--- config.mk ---
export PLATFORM = sky130hd
export DESIGN_NAME = bus_source_arbiter_flat
export DESIGN_NICKNAME = d
export VERILOG_FILES = /design/src/rtl/bus_source_arbiter_if.sv /design/src/rtl/bus_source_arbiter.sv /design/src/flat_wrapper.sv
export SDC_FILE = /design/constraint.sdc
export NUM_CORES = 1
export LEC_CHECK = 0
export CAP_MARGIN = 0
export CORE_UTILIZATION = 55
export CTS_CLUSTER_DIAMETER = 200
export DETAILED_ROUTE_END_ITERATION = 8
export PLACE_DENSITY = 0.79
export SYNTH_ARGS = -nofsm -noshare
export SYNTH_HDL_FRONTEND = slang
export SYNTH_SLANG_ARGS = --single-unit
--- constraint.sdc ---
create_clock -name clk -period 5.8 [get_ports clk]
set_input_delay 1.16 -clock clk [delete_from_list [all_inputs] [get_ports clk]]
set_output_delay 1.16 -clock clk [all_outputs]
set_load 0.02 [all_outputs]
--- src/rtl/bus_source_arbiter_if.sv ---
// bus_source_arbiter_if: request/select bundle between the control unit and the bus-source arbiter
//   req             N_SRC  source drive requests, bit i = source i
//   mode_rr         1      0 = fixed priority, 1 = round-robin
//   hold            1      freeze select, grant, valid and round-robin pointer
//   clr_err         1      synchronous clear of the conflict sticky flag and counter
//   sel             SEL_W  registered binary index of the granted source
//   sel_valid       1      sel reflects a live grant
//   grant           N_SRC  registered one-hot grant, zero when idle
//   conflict        1      previous cycle had two or more requests
//   conflict_sticky 1      latched conflict flag
//   conflict_cnt    CNT_W  saturating conflict-cycle count
interface bus_source_arbiter_if #(
    parameter int N_SRC = 24,
    parameter int SEL_W = 5,
    parameter int CNT_W = 8
);
    logic [N_SRC-1:0] req;
    logic             mode_rr;
    logic             hold;
    logic             clr_err;
    logic [SEL_W-1:0] sel;
    logic             sel_valid;
    logic [N_SRC-1:0] grant;
    logic             conflict;
    logic             conflict_sticky;
    logic [CNT_W-1:0] conflict_cnt;

    modport master (
        output req, mode_rr, hold, clr_err,
        input  sel, sel_valid, grant, conflict, conflict_sticky, conflict_cnt
    );

    modport slave (
        input  req, mode_rr, hold, clr_err,
        output sel, sel_valid, grant, conflict, conflict_sticky, conflict_cnt
    );
endinterface

--- src/rtl/bus_source_arbiter.sv ---
// bus_source_arbiter: registered fixed-priority / round-robin bus-source select with conflict monitor
//   clk  in   rising-edge clock
//   clr  in   asynchronous active-high reset
//   bus  slave modport of bus_source_arbiter_if (requests and controls in, select/grant/conflict out)
module bus_source_arbiter #(
    parameter int N_SRC = 24,
    parameter int SEL_W = 5,
    parameter int CNT_W = 8
) (
    input logic                  clk,
    input logic                  clr,
    bus_source_arbiter_if.slave  bus
);

    generate
        if ((2 ** SEL_W) < N_SRC) begin : g_sel_too_narrow
            $error("bus_source_arbiter: SEL_W too narrow for N_SRC");
        end
    endgenerate

    logic [SEL_W-1:0] sel_q, sel_d;
    logic             valid_q, valid_d;
    logic [N_SRC-1:0] grant_q, grant_d;
    logic [SEL_W-1:0] ptr_q, ptr_d;
    logic             conf_q, conf_d;
    logic             sticky_q, sticky_d;
    logic [CNT_W-1:0] cnt_q, cnt_d;

    logic [SEL_W-1:0] fix_idx, rr_idx, win;
    logic             rr_found, any_req, multi_req;
    int               j;

    // Lowest set index; scanning downward lets the lowest bit overwrite last.
    always_comb begin
        fix_idx = '0;
        for (int i = N_SRC - 1; i >= 0; i--)
            if (bus.req[i]) fix_idx = SEL_W'(i);
    end

    // First set index at or above ptr, wrapping past the top source to 0.
    always_comb begin
        rr_idx   = '0;
        rr_found = 1'b0;
        j        = 0;
        for (int k = 0; k < N_SRC; k++) begin
            j = int'(ptr_q) + k;
            j = (j >= N_SRC) ? j - N_SRC : j;
            if (!rr_found && bus.req[j]) begin
                rr_found = 1'b1;
                rr_idx   = SEL_W'(j);
            end
        end
    end

    assign win       = bus.mode_rr ? rr_idx : fix_idx;
    assign any_req   = |bus.req;
    // Clearing the lowest set bit leaves something only if two or more bits were set.
    assign multi_req = |(bus.req & (bus.req - N_SRC'(1)));

    always_comb begin
        sel_d    = sel_q;
        valid_d  = valid_q;
        grant_d  = grant_q;
        ptr_d    = ptr_q;
        if (!bus.hold) begin
            valid_d = any_req;
            grant_d = any_req ? (N_SRC'(1) << win) : '0;
            sel_d   = any_req ? win : sel_q;
            ptr_d   = (any_req && bus.mode_rr)
                    ? ((win == SEL_W'(N_SRC - 1)) ? '0 : win + SEL_W'(1))
                    : ptr_q;
        end
        // A new conflict outranks a coincident clear so the event is never lost.
        conf_d   = multi_req;
        sticky_d = multi_req | (sticky_q & ~bus.clr_err);
        cnt_d    = multi_req ? (bus.clr_err ? CNT_W'(1) : (&cnt_q ? cnt_q : cnt_q + CNT_W'(1)))
                             : (bus.clr_err ? '0 : cnt_q);
    end

    always_ff @(posedge clk or posedge clr) begin
        if (clr) begin
            sel_q    <= '0;
            valid_q  <= 1'b0;
            grant_q  <= '0;
            ptr_q    <= '0;
            conf_q   <= 1'b0;
            sticky_q <= 1'b0;
            cnt_q    <= '0;
        end else begin
            sel_q    <= sel_d;
            valid_q  <= valid_d;
            grant_q  <= grant_d;
            ptr_q    <= ptr_d;
            conf_q   <= conf_d;
            sticky_q <= sticky_d;
            cnt_q    <= cnt_d;
        end
    end

    assign bus.sel             = sel_q;
    assign bus.sel_valid       = valid_q;
    assign bus.grant           = grant_q;
    assign bus.conflict        = conf_q;
    assign bus.conflict_sticky = sticky_q;
    assign bus.conflict_cnt    = cnt_q;

endmodule

--- src/flat_wrapper.sv ---
// flat-port wrapper written by rule: the top's interface ports become plain ports
module bus_source_arbiter_flat 
#(
    parameter int N_SRC = 24,
    parameter int SEL_W = 5,
    parameter int CNT_W = 8
)
  (clk, clr, bus_req, bus_mode_rr, bus_hold, bus_clr_err, bus_sel, bus_sel_valid, bus_grant, bus_conflict, bus_conflict_sticky, bus_conflict_cnt);
  bus_source_arbiter_if #(.N_SRC(N_SRC), .SEL_W(SEL_W), .CNT_W(CNT_W)) bus_i ();
  input logic clk;
  input logic clr;
  input wire logic [$bits(bus_i.req)-1:0] bus_req;
  input wire logic [$bits(bus_i.mode_rr)-1:0] bus_mode_rr;
  input wire logic [$bits(bus_i.hold)-1:0] bus_hold;
  input wire logic [$bits(bus_i.clr_err)-1:0] bus_clr_err;
  output wire logic [$bits(bus_i.sel)-1:0] bus_sel;
  output wire logic [$bits(bus_i.sel_valid)-1:0] bus_sel_valid;
  output wire logic [$bits(bus_i.grant)-1:0] bus_grant;
  output wire logic [$bits(bus_i.conflict)-1:0] bus_conflict;
  output wire logic [$bits(bus_i.conflict_sticky)-1:0] bus_conflict_sticky;
  output wire logic [$bits(bus_i.conflict_cnt)-1:0] bus_conflict_cnt;
  assign bus_i.req = bus_req;
  assign bus_i.mode_rr = bus_mode_rr;
  assign bus_i.hold = bus_hold;
  assign bus_i.clr_err = bus_clr_err;
  assign bus_sel = bus_i.sel;
  assign bus_sel_valid = bus_i.sel_valid;
  assign bus_grant = bus_i.grant;
  assign bus_conflict = bus_i.conflict;
  assign bus_conflict_sticky = bus_i.conflict_sticky;
  assign bus_conflict_cnt = bus_i.conflict_cnt;
  bus_source_arbiter #(.N_SRC(N_SRC), .SEL_W(SEL_W), .CNT_W(CNT_W)) u_core (.clk(clk), .clr(clr), .bus(bus_i));
endmodule
==> Word-level counts from Yosys, hierarchy flattened <==
Cells that the tools add are included.
{ "word_totals": {"n_memories": 0, "latchBits": 0, "rom_bits": 0, "elab_cells": 341, "mem_bits_rw": 0, "register_bits": 45} }
{ "op_classes": {"eq_ne": 2, "reduce_logical": 54, "n_div": 0, "order_cmp": 48, "shift": 1, "muxes": 174, "n_addsub": 50, "n_mul": 0, "bitwise_logic": 5} }
{ "ops": {"columns": ["operator", "n"], "rows": [
  ["32-bit by 7-bit less-than comparator with 1-bit output, second input constant", 24],
  ["32-bit 2-to-1 mux", 24],
  ["32-bit by 6-bit greater-or-equal comparator with 1-bit output, second input constant", 23],
  ["32-bit by 6-bit subtractor with 32-bit output, second input constant", 23],
  ["5-bit 2-to-1 mux", 50],
  ["1-bit binary-select mux with 5-bit select", 24],
  ["1-bit 2-to-1 mux", 71],
  ["5-bit by 4-bit adder with 6-bit output, second input constant", 8],
  ["5-bit by 5-bit adder with 6-bit output, second input constant", 8],
  ["24-bit OR reduction", 2],
  ["8-bit 2-to-1 mux", 4],
  ["5-bit by 3-bit adder with 6-bit output, second input constant", 4],
  ["24-bit bitwise AND", 1],
  ["1-bit logical AND", 24],
  ["24-bit 2-to-1 mux", 1],
  ["1-bit by 5-bit left shift with 24-bit output, first input constant", 1],
  ["24-bit by 1-bit subtractor with 24-bit output, second input constant", 1],
  ["1-bit zero test", 23],
  ["5-bit by 2-bit adder with 6-bit output, second input constant", 2],
  ["8-bit by 1-bit adder with 8-bit output, second input constant", 1],
  ["8-bit AND reduction", 1],
  ["5-bit by 1-bit adder with 6-bit output, second input constant", 1],
  ["2-bit AND reduction", 3],
  ["5-bit by 5-bit subtractor with 6-bit output, second input constant", 1],
  ["other kinds (8)", 9]
]} }

==> Depth between registers and ports, before layout <==
Gate-level depths: netlist of the first run.
{ "depth": {"word_depth": 78, "depth_mapped": 28} }

==> Worst setup path before layout of the first run <==
No wires, ideal clock.
{ "synth_path": {"path_type": "reg2reg", "start": "register u_core.ptr_q[1]", "end": "register u_core.ptr_q[4]", "slack_ps": -310, "path_buffers": 6, "t_arrival_ps": 6028, "stages_incl_launch_ff": 25, "path_cell_list": "dfrtp_1 > buf_6 > buf_8 > buf_2 > clkbuf_1 > inv_1 > ha_1 > buf_1 > mux4_2 > mux2i_1 > mux2i_1 > a211oi_4 > nand4_1 > or4_1 > buf_2 > or3_4 > nor2_2 > a21oi_1 > a31o_2 > a21o_1 > inv_1 > ha_1 > inv_1 > a211o_1 > a31oi_1"} }
{ "synth_between": {"elab_chain_cells": 78} }
{ "synth_lines": {"columns": ["element", "line_no", "text"], "rows": [
  ["from (decl)", "bus_source_arbiter.sv:24", "logic [SEL_W-1:0] ptr_q, ptr_d;"],
  ["from (signal assigned)", "bus_source_arbiter.sv:93", "ptr_q <= ptr_d;"],
  ["parallel branches: the longest is 74 deep, another holds 32-bit by 6-bit subtractor with 32-bit output", null, null],
  ["5-bit 2-to-1 mux *", "bus_source_arbiter.sv:48", "if (!rr_found && bus.req[j]) begin"],
  ["5-bit 2-to-1 mux *", "bus_source_arbiter.sv:55", "assign win = bus.mode_rr ? rr_idx : fix_idx;"],
  ["named net u_core.win[0]", "bus_source_arbiter.sv:29", "logic [SEL_W-1:0] fix_idx, rr_idx, win;"],
  ["5-bit by 1-bit adder with 5-bit output / 5-bit equality test (equally long branches)", "bus_source_arbiter.sv:70", "? ((win == SEL_W'(N_SRC - 1)) ? '0 : win + SEL_W'(1))"],
  ["5-bit 2-to-1 mux *", "bus_source_arbiter.sv:70", null]
]} }
Mark *: on every way through the listed nets, which the timed path passes. The select of a mux whose other input is x is not followed.
A chain may end at the register's enable or synchronous reset.

==> Worst setup path after layout of the first run <==
{ "layout_path": {"start": "input port bus_req[9]", "end": "register u_core.ptr_q[0]"} }
{ "layout_between": {"elab_chain_cells": 76} }
{ "layout_lines": {"columns": ["element", "line_no", "text"], "rows": [
  ["from (decl)", "flat_wrapper.sv:12", "input wire logic [$bits(bus_i.req)-1:0] bus_req;"],
  ["1-bit binary-select mux with 5-bit select", "bus_source_arbiter.sv:48", null],
  ["1-bit 2-to-1 mux (not written as such) (2 in a row)", "bus_source_arbiter.sv:48", null],
  ["1-bit 2-to-1 mux", "bus_source_arbiter.sv:48", null],
  ["1-bit zero test", "bus_source_arbiter.sv:48", null],
  ["1-bit logical AND", "bus_source_arbiter.sv:48", null],
  ["1-bit 2-to-1 mux", "bus_source_arbiter.sv:48", null],
  ["1-bit zero test", "bus_source_arbiter.sv:48", null],
  ["1-bit logical AND", "bus_source_arbiter.sv:48", null],
  ["[60 not listed]", null, null],
  ["1-bit 2-to-1 mux", "bus_source_arbiter.sv:48", null],
  ["1-bit zero test", "bus_source_arbiter.sv:48", null],
  ["1-bit logical AND", "bus_source_arbiter.sv:48", null],
  ["5-bit 2-to-1 mux", "bus_source_arbiter.sv:48", null],
  ["5-bit 2-to-1 mux *", "bus_source_arbiter.sv:55", null],
  ["named net u_core.win[0]", "bus_source_arbiter.sv:29", null],
  ["5-bit by 1-bit adder with 5-bit output / 5-bit equality test (equally long branches)", "bus_source_arbiter.sv:70", null],
  ["5-bit 2-to-1 mux *", "bus_source_arbiter.sv:70", null]
]} }
The timed path passes the listed nets; every way through them passes the cells marked *. The select of a mux whose other input is x is not followed.

==> flow_metrics.py, run 1 <==
metrics = {
    "timing": {
        "fmaxAchievable_ghz": 0.1797,
        "tightestPinTransition_ns": 0.9379,
        "skew_ns": 0.006922,
        "slew_headroom_pct": 37.28,
        "setup_slack_ns": 0.2346,
        "min_period_ns": 5.565,
        "setup_violations": 0,
        "finalCritPeriodShare_pct": 95.96,
        "hold_viol_final": 0,
        "finalMaxSlewViolations": 0,
    },
    "setup_path": {
        "r2r-end": "u_core.ptr_q[0]",
        "path_class": "primary input to flop",
        "end_kind": "flop",
        "r2r_slack_ns": 0.26,
        "crit_arrival_ns": 5.71,
        "crit_path_start": "bus_req[9]",
        "crit_path_max_fanout": 7,
        "reg2reg_from": "u_core.ptr_q[1]",
        "critPathLaunchType": "primary input",
        "r2r_cells": 20,
        "required_ns": 5.95,
    },
    "yosys": {
        "yosysMostFrequentCell": "nand2_1",
        "synth_fp_nets": 1200,
        "ys_types": 101,
        "synth_area_leaders": "dfrtp_1, mux4_2, ha_1",
        "synth_async_sr_flop_share_pct": 100.0,
        "yosysWarnings": 0,
        "synth_edf_count": 0,
        "synth-seq-cells": 45,
        "postSynthAreaPerCell_um2": 7.812,
        "syn_inst": 1129,
        "synth_top_area_cell": "dfrtp_1",
        "synth_area_um2": 8820,
        "synth_ff_type": "dfrtp_1",
        "synth_common_cells": "nand2_1, nor2_1, a21oi_1",
        "synth-seq-area-share_pct": 12.77,
        "yosysTopAreaCellShare_pct": 12.77,
    },
    "drt": {
        "ant_nets": 0,
        "avgRoutedWirePerCell_um": 22.88,
        "drt_wl_total_um": 34350,
        "drtIter0Drc": 1018,
        "vias": 10380,
        "firstDrtPassIters": 6,
        "vias_per_cell": 6.918,
        "drc": 0,
    },
    "clocking": {
        "insertion_delay_ns": 0.29,
        "hold_buffers": 0,
        "path_clk_slew_ns": 0.07,
        "cts_tree": "done",
        "cts_root_buffer": "clkbuf_16",
        "cts_sinks": 45,
        "cts_buffer_depth": 2,
        "ctsHtreeMaxLevel": 2,
        "cts_made_buffers": 5,
    },
    "cells_and_area": {
        "antenna_cells": 0,
        "drive_gt1_share_pct": 24.88,
        "finalNetCount": 1360,
        "fillerInstances": 1273,
        "area_growth_syn_to_layout_pct": 24.63,
    },
    "floorplan": {
        "dieArea_um2": 16550,
        "ioPinCount": 69,
        "rows": 45,
        "core_um2": 15430,
        "start_util_pct": 57.17,
        "die_h_um": 128.6,
        "die_x_um": 128.6,
    },
    "place": {
        "port_buffers": 68,
        "hpwl_um": 26980,
        "dp_slack_ns": -0.2324,
        "gp_congestion": 1.122,
    },
    "worst_hold_path": {
        "holdPathEnd": "u_core.bus.sel_valid",
        "hold_path.class": "flop to flop",
        "hold_start": "u_core.bus.sel_valid",
        "hold_depth": 2,
    },
    "run_status": {
        "status": "finished, final reports clean",
    },
    "global_routing": {
        "grt_max_degree": 46,
        "grt_overflow": 0,
        "grt_usage_pct": 41.26,
        "grt_pass1_vias": 9620,
        "antenna_found_initial": 0,
        "grt_first_pass_wirelength_um": 52720,
    },
    "job": {
        "drv_cap": 0,
    },
}
## how the worst max path moves through the flow
| stage | to | slack (ns) | depth (start not counted) |
|---|---|---|---|
| 6_report | u_core.ptr_q[0] | 0.23 | 19 |
| 5_1_grt | u_core.ptr_q[4] | -0.007 | 23 |
| 4_1_cts | u_core.ptr_q[4] | 0.04 | 19 |
| 3_5_place_dp | u_core.bus.grant[13] | -0.23 | 19 |
| 3_3_place_gp | u_core.ptr_q[2] | -0.07 | 18 |
| 2_1_floorplan | u_core.ptr_q[4] | 0.03 | 26 |
## final cells by class
class / instances / area, um^2 / area share [%]
flip-flops and latches: 45 / 1129 / 10.27
repair buffers: 241 / 2046 / 18.61
inverters: 56 / 210.2 / 1.912
clock buffers: 5 / 125.1 / 1.138
clock inverters: 3 / 50.05 / 0.4553
well taps: 211 / 264.0 / 2.402
multi-input cells: 940 / 7168 / 65.21
## sequential cells by signal (all words and copies together), names as in the netlist
name and flops:
u_core.bus.grant 24, u_core.bus.sel_valid 1, u_core.bus.conflict_cnt 8, u_core.bus.conflict 1, u_core.bus.conflict_sticky 1, u_core.bus.sel 5
u_core.ptr_q 5
## layer usage
metal | global-route usage (%) | share of wire [%] | vias to the layer above
li1 | - | - | 4649
met5 | 0 | 0 | -
met3 | 8.565 | 11 | 135
met4 | 19.93 | 5.4 | 0
met2 | 66.23 | 45 | 647
met1 | 52.97 | 39 | 4953
## worst max-delay path, stage by stage
cell and delay (ns):
clkdlybuf4s50_1 0.47, mux4_2 0.51, mux2_2 0.33, inv_1 0.09, o21ai_0 0.13, a32oi_1 0.27
buf_4 0.16, nand4_1 0.13, or4_4 0.62, or3_4 0.43, nor2_2 0.11, a21oi_1 0.07
a31o_2 0.26, a21o_1 0.21, inv_1 0.10, ha_2 0.21, and3_1 0.23, buf_4 0.14
o22ai_1 0.07
## cells in the final DEF (no fill, tap or decap), types with 12 or more instances in the layout
cell type,Yosys,routed
buf_4,2,168
nand2_1,98,98
nor2_1,78,78
clkdlybuf4s50_1,0,63
a21oi_1,61,60
o21ai_0,55,54
inv_1,51,48
mux2i_1,43,43
dfrtp_1,45,43
nand3_1,42,42
ha_1,42,38
nor3_1,39,35
mux4_2,30,30
mux2_2,26,26
a22o_1,20,20
nor4_1,22,19
a31oi_1,16,16
nand2b_1,15,15
a21o_1,14,14
and3_1,14,14
a211oi_1,14,14
xnor2_1,16,13
o211ai_1,13,13
or3_1,12,12
nand4_1,12,12
## metrics by stage
stage          hold slack, ns   TNS (ns)  utilization [%]  std cells  instance area, um^2
6_report               0.4885          0            71.25       1501                10990
5_1_grt                0.5101  -0.008197            71.25       1501                10990
4_1_cts                0.4842          0            70.36       1500                10850
3_5_place_dp           0.4694     -3.707            69.22       1492                10680
3_3_place_gp           0.4656    -0.2689            69.22       1492                10680
2_1_floorplan          0.5900          0                -       1129                 8836
## cell families (layout without fill, tap and decap cells)
kind of cell,Yosys count,count (layout),synth area share (%)
AO/OA/AOI/OAI,355,355,29.86
XOR/XNOR,20,20,2.071
adder cells (fa/ha/maj),48,48,6.639
buffers and inverters,144,305,7.235
flip-flops,45,45,12.77
multiplexers,102,102,16.33
AND/OR/NAND/NOR,415,415,25.10
## timing repair
| item | CTS | global route |
|---|---|---|
| buffers inserted | 0 | 1 |
| setup endpoints to repair | 0 | 29 |
| resized for setup | 0 | 31 |
| hold endpoints to repair | 0 | 0 |
Power of run 1 is not shown: default switching activity piles up to over one toggle a cycle in this logic, so the estimate is an artifact.
==> inputs of run 2 (changes only) <==
CTS_CLUSTER_SIZE = 12   (was not set)
==> results of run 2 <==
Final layout, timing and power as in run 1 (identical DEF).
Power of run 2 is left out for the same reason.
